File: config.mk
export PLATFORM = sky130hd
export DESIGN_NAME = mem_bus_arbiter
export DESIGN_NICKNAME = d
export VERILOG_FILES = /design/src/rtl/mem_bus_arbiter_pkg.sv /design/src/rtl/bus_watchdog.sv /design/src/rtl/mem_bus_arbiter.sv
export SDC_FILE = /design/constraint.sdc
export NUM_CORES = 1
export LEC_CHECK = 0
export ABC_AREA = 1
export CORE_AREA = 2 2 117 119
export DETAILED_ROUTE_END_ITERATION = 8
export DIE_AREA = 0 0 119 121
export GPL_TIMING_DRIVEN = 0
export MAX_ROUTING_LAYER = met4
export PLACE_DENSITY = 0.67
export SYNTH_ARGS = -nofsm -noshare
export SYNTH_HDL_FRONTEND = slang
export SYNTH_SLANG_ARGS = --single-unit
export TNS_END_PERCENT = 100
File: constraint.sdc
create_clock -name clk -period 3.2 [get_ports clk]
set_input_delay 0.64 -clock clk [delete_from_list [all_inputs] [get_ports clk]]
set_output_delay 0.64 -clock clk [all_outputs]
set_load 0.1 [all_outputs]
File: src/rtl/mem_bus_arbiter_pkg.sv
// rtl/mem_bus_arbiter_pkg.sv - shared memory-system types: arbiter and miss-controller state codes
package mem_bus_arbiter_pkg;

    localparam int WORD_SIZE = 32;
    localparam int ADDR_W    = 32;
    localparam int WDOG_W    = 8;

    typedef enum logic [2:0] {
        IDLE  = 3'd0,
        GNT_I = 3'd1,
        GNT_D = 3'd2,
        TURN  = 3'd3,
        ERR   = 3'd4
    } arb_state_t;

    typedef enum logic {
        LAST_I = 1'b0,
        LAST_D = 1'b1
    } arb_side_t;

    typedef enum logic [2:0] {
        MISS_IDLE  = 3'd0,
        MISS_REQ   = 3'd1,
        MISS_FILL  = 3'd2,
        MISS_WB    = 3'd3,
        MISS_DONE  = 3'd4
    } miss_state_t;

endpackage

File: src/rtl/bus_watchdog.sv
// rtl/bus_watchdog.sv - reusable bus-master watchdog; expired flags the cycle the count would reach LIMIT
module bus_watchdog #(
    parameter int WIDTH = 8,
    parameter int LIMIT = 255
) (
    input  logic clk,
    input  logic rst_n,
    input  logic clear,
    input  logic count_en,
    output logic expired
);

    localparam logic [WIDTH-1:0] LAST_COUNT = WIDTH'(LIMIT - 1);

    logic [WIDTH-1:0] count;

    // Expiry is judged on the incrementing cycle so a same-cycle ack (which drops count_en) wins.
    assign expired = count_en && (count == LAST_COUNT);

    always_ff @(posedge clk or negedge rst_n) begin
        if (!rst_n) begin
            count <= '0;
        end else if (clear) begin
            count <= '0;
        end else if (count_en) begin
            count <= count + WIDTH'(1);
        end
    end

endmodule

File: src/rtl/mem_bus_arbiter.sv
// rtl/mem_bus_arbiter.sv - two-master (I/D miss controller) memory bus arbiter with timeout watchdog
module mem_bus_arbiter #(
    parameter int WORD_SIZE      = mem_bus_arbiter_pkg::WORD_SIZE,
    parameter int TIMEOUT_CYCLES = 255
) (
    input  logic                 clk,
    input  logic                 rst_n,
    input  logic [31:0]          i_addr,
    input  logic                 i_re,
    input  logic                 i_wr,
    input  logic [WORD_SIZE-1:0] i_wdata,
    output logic [WORD_SIZE-1:0] i_rdata,
    output logic                 i_ack,
    input  logic [31:0]          d_addr,
    input  logic                 d_re,
    input  logic                 d_wr,
    input  logic [WORD_SIZE-1:0] d_wdata,
    output logic [WORD_SIZE-1:0] d_rdata,
    output logic                 d_ack,
    output logic [31:0]          mem_addr,
    output logic                 mem_re,
    output logic                 mem_wr,
    output logic [WORD_SIZE-1:0] mem_wdata,
    input  logic [WORD_SIZE-1:0] mem_rdata,
    input  logic                 mem_ack,
    output logic                 bus_err
);

    import mem_bus_arbiter_pkg::*;

    arb_state_t state, state_next;
    arb_side_t  last;

    logic i_req, d_req, gnt_i, gnt_d, granting;
    logic wd_clear, wd_count_en, wd_expired;

    assign i_req    = i_re | i_wr;
    assign d_req    = d_re | d_wr;
    assign gnt_i    = (state == GNT_I);
    assign gnt_d    = (state == GNT_D);
    assign granting = (state == IDLE) && (state_next == GNT_I || state_next == GNT_D);

    always_comb begin
        state_next = state;
        case (state)
            IDLE: begin
                if (d_req && (!i_req || last == LAST_I)) state_next = GNT_D;
                else if (i_req)                          state_next = GNT_I;
            end
            GNT_I: begin
                if (!i_req)          state_next = TURN;
                else if (wd_expired) state_next = ERR;
            end
            GNT_D: begin
                if (!d_req)          state_next = TURN;
                else if (wd_expired) state_next = ERR;
            end
            TURN:    state_next = IDLE;
            // last still names the side that timed out
            ERR: begin
                if ((last == LAST_I) ? !i_req : !d_req) state_next = TURN;
            end
            default: state_next = IDLE;
        endcase
    end

    always_ff @(posedge clk or negedge rst_n) begin
        if (!rst_n) begin
            state   <= IDLE;
            last    <= LAST_I;
            bus_err <= 1'b0;
        end else begin
            state <= state_next;
            if (granting) last <= (state_next == GNT_D) ? LAST_D : LAST_I;
            if ((gnt_i || gnt_d) && state_next == ERR) bus_err <= 1'b1;
        end
    end

    always_comb begin
        mem_addr  = '0;
        mem_re    = 1'b0;
        mem_wr    = 1'b0;
        mem_wdata = '0;
        if (gnt_i) begin
            mem_addr  = i_addr;
            mem_re    = i_re;
            mem_wr    = i_wr;
            mem_wdata = i_wdata;
        end else if (gnt_d) begin
            mem_addr  = d_addr;
            mem_re    = d_re;
            mem_wr    = d_wr;
            mem_wdata = d_wdata;
        end
    end

    assign i_ack   = mem_ack & gnt_i;
    assign d_ack   = mem_ack & gnt_d;
    assign i_rdata = gnt_i ? mem_rdata : '0;
    assign d_rdata = gnt_d ? mem_rdata : '0;

    assign wd_clear    = granting | mem_ack;
    assign wd_count_en = (gnt_i | gnt_d) & (mem_re | mem_wr) & ~mem_ack;

    bus_watchdog #(
        .WIDTH (WDOG_W),
        .LIMIT (TIMEOUT_CYCLES)
    ) u_watchdog (
        .clk      (clk),
        .rst_n    (rst_n),
        .clear    (wd_clear),
        .count_en (wd_count_en),
        .expired  (wd_expired)
    );

endmodule

==> summary.txt, run 1 <==
Floorplanning
  – FP Rows: between 40 and 50
  – Effective utilization at floorplan: roughly 16%
  – Io pins: 300
  – Total core area: approximately 0.013 sq mm
  – Horiz. Die Dim: 119 microns
  – Die H: about 120 microns
  – Die Area: 0.0144 sq mm

Critical path
  – Startpoint Class: input port
  – Peak fanout along the critical path: 2
  – Reg2reg path depth: 7
  – Reg2Reg Setup Slack: 1740 ps
  – RR Startpoint: state[1]$_DFF_PN0_
  – CP arrival: 2420 ps
  – Critical-path top delay cell: clkdlybuf4s50_1
  – Req. time, crit path: about 2600 ps
  – Critical Path End Type: primary output
  – Kind of critical path: in -> out
  – Most common cell type on the critical path: clkdlybuf4s50_1
  – Worst reg2reg path endpoint: u_watchdog.count[7]$_DFFE_PN0P_
  – Worst-path cell chain: clkdlybuf4s50_1, inv_1, nor2_1, clkdlybuf4s50_1
  – Crit-path max cell delay: 1150 ps

Cells and area
  – Synth-to-Final Area Change: 143%
  – Nets: 789
  – Cell Count, Final, Fillers Out: 795
  – N_diodes: 0
  – Final core occ: 38.9%
  – Fillers: between 1000 and 1500
  – Fraction of layout cells with a size suffix above 1: a little over an eighth

Route
  – DRC viols: 0
  – DR iter-0 viols: 190
  – Via count: ~3600
  – Drt pass-1 iters: 7
  – Total routed wirelength: 13.0 mm
  – DRT antenna net count: 0
  – Post-DR vias/cell: roughly 4.6
  – WL per Instance: 16.3 microns

Clocking
  – H-tree depth: 1
  – CTS tree: yes
  – Clk sinks: 13
  – Clk slew on worst S/H paths: ~40 ps
  – CTS Buffer Depth: 2
  – Postcts setup bufs: 0
  – CTS buffer count: 3
  – Root buffer cell: clkbuf_16
  – Clock latency at the later pin of the worst-skew pair: roughly 240 ps

Placed design
  – Port Buf Inserts: approximately 300
  – RD Place Congestion: about 0.86
  – Placed insts: 791
  – Post-DP HPWL: 11.0 mm

Yosys
  – Mux contribution to synthesized area: 0%
  – Synth Area in Adders: roughly 1.2%
  – Combinational family with the most area after synthesis: compound AO/OA/AOI/OAI gates
  – Synth top area cells: a32o_1 (31%), dfrtp_1 (16%), nor2_1 (13%)
  – Post-synthesis compound-gate area fraction: 33.4%
  – Commonest cells in the netlist: nor2_1 (73), a32o_1 (64), inv_1 (48)
  – Mapped Nets: ~490
  – Main synth FF type: dfrtp_1
  – Post-synth top area share: slightly above 30%
  – Seq/Total Area, Yosys: approximately 16%
  – Cell with the most instances after synthesis: nor2_1
  – Post-synthesis xor/xnor area fraction: less than 1%
  – EDFF count, synth: 0
  – Ys async rst share: 100%
  – Yosys cell types: 30
  – Synthesized cell area: 0.00209 sq mm
  – Synth Area in Simple Gates: between 30% and 40%
  – Post-Synthesis Cells: 316
  – Synthesis-stage register bit count: 13
  – Mean Syn Cell Area: between 6 and 7 sq um
  – Post-synth top area cell: a32o_1
  – Yosys warnings: 0

Global routing
  – First-pass GRT wire length: 19.0 mm
  – Initial antenna violation count: 0
  – Largest net degree at the start of global routing: 14
  – Vias in the first global route: around 3700
  – GRT Resource Usage Total: about 17%
  – GRT Residual Overflow: 0

STA
  – Final Max Tran Viols: 0
  – FMAX: 327 MHz
  – Final Cycle Share: 95.6%
  – Final Critical Period: 3060 ps
  – Final hold slack: around 490 ps
  – Setup violations, final: 0
  – Tightest Pin Transition: roughly 1000 ps
  – Unrepaired setup endpoints after global routing: no
  – Worst Skew: just under 0.8 ps
  – Fin. Hold Viols: 0
  – Relative slew slack: slightly above 30%

Hold path
  – Hold Path Depth: 1
  – Hold Path Sink: bus_err$_DFFE_PN0P_
  – Hold crit path type: reg -> reg
  – Hold wc startpoint: bus_err$_DFFE_PN0P_

Job
  – Max-cap violations: 0

Status
  – Status: completed
## sequential cells by signal, summed over array words and instances, names as in the netlist
| name | count |
|---|---|
| bus_err | 1 |
| last | 1 |
| u_watchdog.count | 8 |
| state | 3 |
## cells in the final DEF (no fill, tap or decap), types with 4 or more instances in the layout
master	Yosys	routed
dfrtp_1	13	13
buf_6	7	7
a32o_1	64	64
inv_1	48	48
clkbuf_2	0	42
buf_1	6	6
nand3_1	10	10
clkbuf_1	6	7
nor2_1	73	73
nand4_1	8	8
buf_4	6	6
clkdlybuf4s15_2	0	9
nand2_1	39	39
nand2_2	4	4
dlygate4sd2_1	0	77
clkdlybuf4s50_1	0	171
## layer usage
metal | share of wire [%] | up-vias | track usage [%]
li1 | - | 1721 | -
met1 | 38 | 1662 | 18.8
met2 | 52 | 230 | 31.5
met3 | 8.6 | 16 | 3.48
met4 | 1.7 | 0 | 3.65
met5 | 0 | - | -
## critical path: cells and delay by family
family,cells,cell delay (ps)
buffers and inverters,3,1660
AND/OR/NAND/NOR,1,120
## through the flow
| stage | instance area [sq um] | TNS, ps | setup slack, ps |
|---|---|---|---|
| after detailed placement | 5300 | -887 | -122 |
| after global routing | 5080 | 0 | 3.13 |
| after global placement | 5300 | -910 | -105 |
| after floorplan | 2090 | 0 | 348 |
| after CTS | 5250 | 0 | 2.76 |
| final | 5080 | 0 | 140 |
## worst max path at each step
stage | end | depth (start not counted) | from
after floorplan | mem_wr | 4 | state[1]$_DFF_PN0_
after CTS | mem_addr[17] | 5 | state[2]$_DFF_PN0_
after global placement | mem_addr[16] | 5 | state[2]$_DFF_PN0_
after detailed placement | mem_addr[16] | 5 | state[2]$_DFF_PN0_
after global routing | i_rdata[14] | 6 | state[0]$_DFF_PN0_
final | i_rdata[31] | 4 | mem_rdata[31]
## final cells by class
| type | instances | area (sq um) | share of cell area (%) |
|---|---|---|---|
| sequential | 13 | 325 | 6.40 |
| inverter | 52 | 200 | 3.94 |
| buffer | 28 | 184 | 3.62 |
| tap | 176 | 220 | 4.33 |
| clock buffer | 4 | 78.8 | 1.55 |
| timing repair buffer | 299 | 2700 | 53.1 |
| multi-input combinational | 223 | 1380 | 27.1 |
## repair_timing
action	CTS	global route
endpoints found under the setup margin	128	42
hold buffers	0	0
gates resized for setup	152	78
## cells by family after synthesis
logic type                 after synthesis
xor gates and xnor gates                 2
adders and majority gates                2
DFF                                     13
AOI/OAI and AO/OA                       74
buffers and inverters                   80
and+or+nand+nor                        145
Power of run 1 is left out: the tool's default activity adds up to more than one toggle a clock period on the data nets, which glitch-free logic cannot reach.
==> run 2: changes to the inputs <==
- SLEW_MARGIN: not set -> 20
==> results of run 2 <==
The final DEF is identical to that of run 1; final timing and power are the same.
Power of run 2 is left out for the same reason.
